--- src/rtl/debounce_multi.sv ---
// ============================================================================
// Module      : debounce_multi
// Description : Multi-channel synchroniser/debouncer with per-channel edge
//               strobes and saturating event counters with sticky overflow.
// Revision    : 1.0 - initial release
// ============================================================================
`default_nettype none

module debounce_multi #(
    parameter int CHANNELS    = 4,
    parameter int CNT_WIDTH   = 8,
    parameter int SYNC_STAGES = 2,
    parameter int EVT_WIDTH   = 16,
    parameter int INIT_LEVEL  = 1
) (
    input  logic                          clk,
    input  logic                          rst,
    input  logic [CHANNELS-1:0]           sig,
    input  logic [CNT_WIDTH-1:0]          dbnc_len,
    input  logic [1:0]                    edge_mode,
    input  logic [CHANNELS-1:0]           clear,
    output logic [CHANNELS-1:0]           level,
    output logic [CHANNELS-1:0]           pulse,
    output logic [CHANNELS*EVT_WIDTH-1:0] evt_cnt,
    output logic [CHANNELS-1:0]           ovf
);

    localparam logic                 c_init    = (INIT_LEVEL != 0);
    localparam logic [CNT_WIDTH-1:0] c_cnt_one = {{(CNT_WIDTH-1){1'b0}}, 1'b1};
    localparam logic [EVT_WIDTH-1:0] c_evt_one = {{(EVT_WIDTH-1){1'b0}}, 1'b1};

    for (genvar i = 0; i < CHANNELS; i++) begin : g_ch
        logic [SYNC_STAGES-1:0] r_sync;
        logic [CNT_WIDTH-1:0]   r_cnt;
        logic                   r_level;
        logic                   r_pulse;
        logic [EVT_WIDTH-1:0]   r_evt;
        logic                   r_ovf;
        logic                   w_synced;
        logic                   w_pending;
        logic                   w_flip;
        logic                   w_event;

        always_ff @(posedge clk or posedge rst) begin
            if (rst) begin
                r_sync <= {SYNC_STAGES{c_init}};
            end else begin
                r_sync <= {r_sync[SYNC_STAGES-2:0], sig[i]};
            end
        end

        assign w_synced  = r_sync[SYNC_STAGES-1];
        assign w_pending = (w_synced != r_level);
        // >= so that lowering dbnc_len mid-count accepts on the next edge
        assign w_flip    = w_pending && (r_cnt >= dbnc_len);
        assign w_event   = w_flip && (r_level ? edge_mode[0] : edge_mode[1]);

        always_ff @(posedge clk or posedge rst) begin
            if (rst) begin
                r_cnt   <= '0;
                r_level <= c_init;
            end else begin
                if (!w_pending || w_flip) begin
                    r_cnt <= '0;
                end else begin
                    r_cnt <= r_cnt + c_cnt_one;
                end
                if (w_flip) begin
                    r_level <= ~r_level;
                end
            end
        end

        always_ff @(posedge clk or posedge rst) begin
            if (rst) begin
                r_pulse <= 1'b0;
                r_evt   <= '0;
                r_ovf   <= 1'b0;
            end else begin
                r_pulse <= w_event;
                if (clear[i]) begin
                    // a coincident event survives the clear
                    r_evt <= w_event ? c_evt_one : '0;
                    r_ovf <= 1'b0;
                end else if (w_event) begin
                    if (&r_evt) begin
                        r_ovf <= 1'b1;
                    end else begin
                        r_evt <= r_evt + c_evt_one;
                    end
                end
            end
        end

        assign level[i]                         = r_level;
        assign pulse[i]                         = r_pulse;
        assign ovf[i]                           = r_ovf;
        assign evt_cnt[i*EVT_WIDTH +: EVT_WIDTH] = r_evt;
    end

endmodule

`default_nettype wire

--- config.mk ---
export PLATFORM = sky130hd
export DESIGN_NAME = debounce_multi
export DESIGN_NICKNAME = d
export VERILOG_FILES = /design/src/rtl/debounce_multi.sv
export SDC_FILE = /design/constraint.sdc
export NUM_CORES = 1
export LEC_CHECK = 0
export CELL_PAD_IN_SITES_DETAIL_PLACEMENT = 1
export CELL_PAD_IN_SITES_GLOBAL_PLACEMENT = 1
export CORE_MARGIN = 2
export CORE_UTILIZATION = 35
export CTS_CLUSTER_DIAMETER = 60
export DETAILED_ROUTE_END_ITERATION = 8
export MAX_ROUTING_LAYER = met4
export PLACE_DENSITY_LB_ADDON = 0.3
export SKIP_CTS_REPAIR_TIMING = 1
export SLEW_MARGIN = 20
export SYNTH_ARGS = -nofsm -noshare
export SYNTH_HDL_FRONTEND = slang
export SYNTH_SLANG_ARGS = --single-unit
--- constraint.sdc ---
create_clock -name clk -period 5.35 [get_ports clk]
set_clock_uncertainty 0.05 [all_clocks]
set_input_delay 1.605 -clock clk [delete_from_list [all_inputs] [get_ports clk]]
set_output_delay 1.605 -clock clk [all_outputs]
set_load 0.01 [all_outputs]
==> results.yml, run 1 <==
run_status:
  status: "finished, final reports clean"
drt:
  first_iter_violations: 166
  wirelength_microns: 18100
  routedWlPerCell_microns: 17.1
  drcViolationCount: 0
  vias_per_cell: 5.45
  drtAntennaViolNets: 0
  first_pass_iters: 4
  dr_total_vias: 5779
synthesis:
  synth_top_area_share_pct: 38.2
  synth_top_family_by_area: "simple AND/OR/NAND/NOR gates"
  synthTopCellsByCount: "dfrtp_1 (104), nor2_1 (55), a21oi_1 (52)"
  synth-compound-area-share_pct: 14.3
  synthXorXnorAreaFrac_pct: 3.73
  synth_warnings: 0
  synth-async-reset-ratio_pct: 100
  syn-num-nets: 759
  ys_seq_elements: 116
  syn_area_sq_um: 6820
  synth.most_common_cell: "dfrtp_1"
  netlist_top_cells_area: "dfrtp_1 (38%), ha_1 (7.3%), dfstp_2 (4.6%)"
  synth-edff-count: 0
  synth-simple-area-share_pct: 23.9
  synth_top_cell_by_area: "dfrtp_1"
  netlist_instances: 699
  synth.avg_cell_area_sq_um: 9.75
  synthAdderAreaFrac_pct: 7.34
  yosys_most_used_dff: "dfrtp_1"
  synth_cell_types: 71
  seq_area_frac_synth_pct: 42.8
  muxShareOfSynthArea_pct: 2.33
hold_path:
  worstHoldStart: "g_ch[2].r_sync[0]"
  min_path_type: "register to register"
finish:
  antenna_cells: 0
  fillers: 2186
  area_growth_pct: 24.8
  drive_above_1_share_pct: 10.9
  nets: 842
floorplanning:
  dieArea_sq_um: 20600
  core_area_sq_um: 19300
  pin_count: 96
  row_count: 51
  die_height_microns: 144
  die_w_microns: 144
  start_util_pct: 35.4
critical_path:
  path_max_fanout: 16
  reg2reg_from: "g_ch[3].r_cnt[0]"
  cp-start-kind: "input port"
  cp-startpoint: "dbnc_len[0]"
  cp_cell_sequence: "clkdlybuf4s50_1, ha_1, nand2b_1, a2111o_1, a32oi_2, buf_4, o21ai_0, a21oi_1"
  crit_type: "input port to register"
  setup.worst_path.end_class: "register"
  slowest_delay_ps: 640
  slowest_stage: "a32oi_2"
  cp.arrival_ps: 4290
  cp.required_ps: 5640
pwr:
  combPwrFrac_pct: 13.7
  irDropWorstVdd_uv: 242
  p_per_area_nw_per_um2: 295
  switchingPower_mw: 0.679
  p_int_mw: 1.83
  pwr-share-seq_pct: 40.4
  clkPwrFrac_pct: 45.9
  p_leak_nw: 3.56
  total_power_mw: 2.51
  swShare_pct: 27.1
global_routing:
  grtUsageTotal_pct: 19.0
  antenna_found_initial: 0
  grt_max_degree: 67
  grt_first_pass_wirelength_microns: 30600
  grt_pass1_vias: 6125
  grt-ovfl-total: 0
clock_tree:
  clkSinkCount: 116
  cts_buffers: 17
  htreeDepth: 4
  root_buffer: "clkbuf_16"
  clockBufferDepth: 2
  clk_pin_slew_ps: 50
  cts_tree: "built"
  clk_latency_ps: 420
sta:
  finalSetupViolations: 0
  max_freq_mhz: 250
  slew_viol_final: 0
  final-hold-violation-count: 0
  fin_crit_ps: 4000
  tns_ps: 0
  tightest_slew_ps: 886
  fin_crit_sh_pct: 74.8
  grt_setup_unrepaired: "no"
  max_slew_margin_pct: 40.9
job:
  max_cap_violations: 0
placed_design:
  io_buffers: 95
  place_congestion: 0.803
  hpwl_microns: 13000
## cell usage in the layout, fill, tap and decap left out, types with 6 or more instances in the layout
master           netlist  layout
or3_1                 11      11
or4_1                 27      27
o31ai_1               24      24
or2_2                  6       6
buf_4                 17       9
ha_1                  40      40
clkdlybuf4s50_1        0      95
clkbuf_16              0      17
dfrtp_1              104     104
nor2b_1               17      17
nor2_1                55      55
nand4_1               18      18
inv_1                 30      29
xor2_1                22      22
nand3b_1               7       7
dfstp_2               12      12
mux2_2                 9       9
nand2_1               34      34
nand2b_1               7       7
and4_1                 9       9
nand3_1               48      48
o21ai_0               21      21
xnor2_1                7       7
and3_1                19      19
a21oi_1               52      52
## path summary, 6_finish.rpt
path	endpoint	slack [ps]	cells past startpoint
setup / recovery	g_ch[3].r_evt[7]	1350	8
hold / removal	g_ch[2].r_sync[1]	300	0
setup reg to reg	g_ch[3].r_evt[7]	2660	8
hold reg to reg	g_ch[2].r_sync[1]	300	0
max in group asynchronous	g_ch[1].r_sync[1]	2660	3
min in group asynchronous	g_ch[2].r_evt[1]	1640	2
## cell families (layout without fill, tap and decap cells)
logic type | after synthesis | count (layout)
AO/OA/AOI/OAI | 142 | 142
XOR/XNOR | 29 | 29
adder cells (fa/ha/maj) | 40 | 40
buffers and inverters | 71 | 167
flip-flops | 116 | 116
multiplexers | 14 | 14
AND/OR/NAND/NOR | 287 | 287
## flip-flops by register name (all words and copies together), names as in the netlist
| register | count |
|---|---|
| g_ch.r_pulse | 4 |
| g_ch.r_level | 4 |
| g_ch.r_cnt | 32 |
| g_ch.r_evt | 64 |
| g_ch.r_sync | 8 |
| g_ch.r_ovf | 4 |
## worst max-delay path: cells and delay by family
family          cells  cell delay (ps)
compound gates      4             1360
buf+inv             2              920
fa+ha+maj           1              270
simple gates        1              130
## final cells by class
type	count	area [sq um]	share of cell area, %
multi-input cells	512	3520	41.4
flip-flops and latches	116	2920	34.3
repair buffers	104	1020	12.0
clock buffers	23	498	5.85
well taps	265	332	3.90
inverters	31	119	1.40
clock inverters	9	100	1.18
## power groups by stage
stage	Combinational, mW	Sequential, mW	Clock (mW)
CTS	0.353	1.01	1.18
global placement	0.328	1.02	0
finish	0.343	1.01	1.15
global route	0.397	1.02	1.22
detailed placement	0.350	1.03	0
floorplan	0.258	1.00	0
## per-stage QoR
step | cells | setup WS (ps) | area (sq um) | hold WS [ps] | utilization, %
after floorplan | 699 | 642 | 6820 | 295 | -
after CTS | 1060 | 1330 | 8510 | 304 | 44.2
after global placement | 1028 | 1010 | 7910 | 296 | 41.0
after global routing | 1060 | 1200 | 8510 | 309 | 44.2
after detailed placement | 1028 | 882 | 7910 | 298 | 41.0
final | 1060 | 1350 | 8510 | 304 | 44.2
## per-layer routing
layer | up-vias | track usage (%) | share of wire (%)
met3 | 19 | 3.57 | 2.7
met5 | - | - | 0
met1 | 2928 | 22.9 | 44
met2 | 94 | 32.9 | 52
met4 | 0 | 5.11 | 1.2
li1 | 2738 | - | -
No activity file was read; power rests on OpenSTA's default activity.
==> inputs of run 2 (changes only) <==
==> constraint.sdc (replaced) <==
create_clock -name clk -period 3.44 [get_ports clk]
set_clock_uncertainty 0.05 [all_clocks]
set_input_delay 1.032 -clock clk [delete_from_list [all_inputs] [get_ports clk]]
set_output_delay 1.032 -clock clk [all_outputs]
set_load 0.01 [all_outputs]
==> run 2 against run 1 <==
Against the previous run: die area unchanged; first-iteration DRC count up 23%; wire length up 3.9%; core utilization up 1.2 points; global-route usage up 0.87 points.
==> results.yml, run 2 (synthesized netlist as in run 1, its figures left out) <==
run_status:
  status: "finished, final reports clean"
critical_path:
  cp-endpoint: "g_ch[1].r_evt[11]"
  cp.required_ps: 3710
  rr_worst_depth: 9
  slowest_stage: "or4_1"
  reg2reg_from: "g_ch[1].r_cnt[0]"
  setup.worst_path.end_class: "register"
  crit_type: "input port to register"
  path_max_fanout: 14
  cp-startpoint: "dbnc_len[3]"
  cp_num_cells: 10
  crit_family: "buffers and inverters"
  cp_cell_sequence: "clkdlybuf4s50_1, inv_1, ha_1, o21ai_0, a21oi_1, a211oi_2, buf_4, buf_4, or4_1, a21oi_1"
  worst-path-buf-inv: 4
  cp.arrival_ps: 3500
  reg2reg_slack_ps: 960
  r2r-end: "g_ch[1].r_evt[11]"
  cp-start-kind: "input port"
  slowest_delay_ps: 500
finish:
  reg.largest.list: "g_ch.r_evt: 64 flops, g_ch.r_cnt: 32 flops, g_ch.r_sync: 8 flops"
  regMostFlops: "g_ch.r_evt"
  layout_commonest_cell: "dfrtp_1"
  drive_above_1_share_pct: 13.3
  final_cell_mix: "dfrtp_1 (104), clkdlybuf4s50_1 (95), nor2_1 (55)"
  largest_reg_flops: 64
  area_growth_pct: 28.3
  nets: 868
  design_area_sq_um: 8740
  instances_no_fill: 1082
  fillers: 2172
  antenna_cells: 0
drt:
  dr_total_vias: 5879
  routedWlPerCell_microns: 17.4
  wirelength_microns: 18800
  first_iter_violations: 205
  drtAntennaViolNets: 0
  vias_per_cell: 5.43
  drcViolationCount: 0
  first_pass_iters: 4
sta:
  max_slew_margin_pct: 47.8
  slew_viol_final: 0
  finalSetupViolations: 0
  fin_crit_ps: 3220
  fin_crit_sh_pct: 93.7
  tightest_slew_ps: 781
  final-hold-violation-count: 0
  grt_setup_unrepaired: "no"
  max_freq_mhz: 310
floorplanning:
  die_w_microns: 144
  pin_count: 96
  die_height_microns: 144
  start_util_pct: 35.4
  row_count: 51
  dieArea_sq_um: 20600
  core_area_sq_um: 19300
placed_design:
  io_buffers: 95
  hpwl_microns: 13800
  place_area_sq_um: 8170
  place_congestion: 0.841
  placed_cells: 1054
global_routing:
  grt_pass1_vias: 6453
  grt_first_pass_wirelength_microns: 32300
  grt_max_degree: 36
  grt-ovfl-total: 0
  antenna_found_initial: 0
  grtUsageTotal_pct: 19.9
pwr:
  p_per_area_nw_per_um2: 443
  p_leak_nw: 3.70
  irDropWorstVdd_uv: 348
clock_tree:
  htreeDepth: 4
  clkSinkCount: 116
  root_buffer: "clkbuf_16"
  cts_buffers: 17
  clk_latency_ps: 410
  cts_tree: "built"
  clk_pin_slew_ps: 50
  clockBufferDepth: 2
hold_path:
  min_path_type: "register to register"
job:
  max_cap_violations: 0
[run 2: cell types whose count changed in the layout (fill, tap and decap cells not counted), sizes merged]
cell | before | now
buf | 9 | 35
clkinvlp | 2 | 1
clkinv | 5 | 3
inv | 31 | 30
[run 2: stage by stage]
stage	TNS [ps]	setup WS [ps]	hold slack, ps	util [%]	total power [mW]
after floorplan	0	502	295	-	1.96
after global placement	-1240	-109	298	42.4	2.12
after detailed placement	-5080	-187	297	42.4	2.17
after CTS	0	219	305	45.4	3.93
after global routing	0	84.1	303	45.4	4.07
final	0	216	299	45.4	3.87
[run 2: worst min path at each step]
stage,startpoint,to,slack (ps),cells after the start
3_5_place_dp,g_ch[2].r_sync[0],g_ch[2].r_sync[1],300,0
3_3_place_gp,g_ch[0].r_sync[0],g_ch[0].r_sync[1],300,0
2_1_floorplan,g_ch[0].r_sync[0],g_ch[0].r_sync[1],300,0
5_1_grt,g_ch[2].r_sync[0],g_ch[2].r_sync[1],300,0
4_1_cts,g_ch[2].r_sync[0],g_ch[2].r_sync[1],300,0
6_report,g_ch[2].r_sync[0],g_ch[2].r_sync[1],300,0
[run 2: layout make-up]
class | count | area, sq um | area share, %
inverters | 31 | 120 | 1.37
clock buffers | 23 | 498 | 5.70
clock inverters | 5 | 75.1 | 0.859
multi-input cells | 512 | 3520 | 40.3
well taps | 265 | 332 | 3.79
repair buffers | 130 | 1280 | 14.6
flip-flops and latches | 116 | 2920 | 33.4
[run 2: power breakdown]
group / leakage, nW / total (mW) / internal, mW / switching (mW)
sequential: 1.57 / 1.58 / 1.46 / 0.116
combinational: 1.84 / 0.555 / 0.247 / 0.308
clock: 0.287 / 1.74 / 1.14 / 0.602
total: 3.70 / 3.87 / 2.85 / 1.03
[run 2: worst register-to-register path, cell delays in order (launching register included)]
cell and delay, ps:
dfrtp_1 450, inv_1 80, ha_1 270, nand2b_1 150, a2111o_1 450, a211oi_2 220, buf_4 240, buf_4 210
o31ai_1 110, a21oi_1 160
[run 2: routing by layer]
layer / wire, microns / GRT usage [%] / share of wire, % / vias to the layer above
met4: 221 / 5.57 / 1.2 / 0
met2: 9650 / 34.8 / 51 / 89
li1: - / - / - / 2803
met5: 0 / - / 0 / -
met1: 8380 / 23.8 / 45 / 2970
met3: 538 / 3.07 / 2.9 / 17
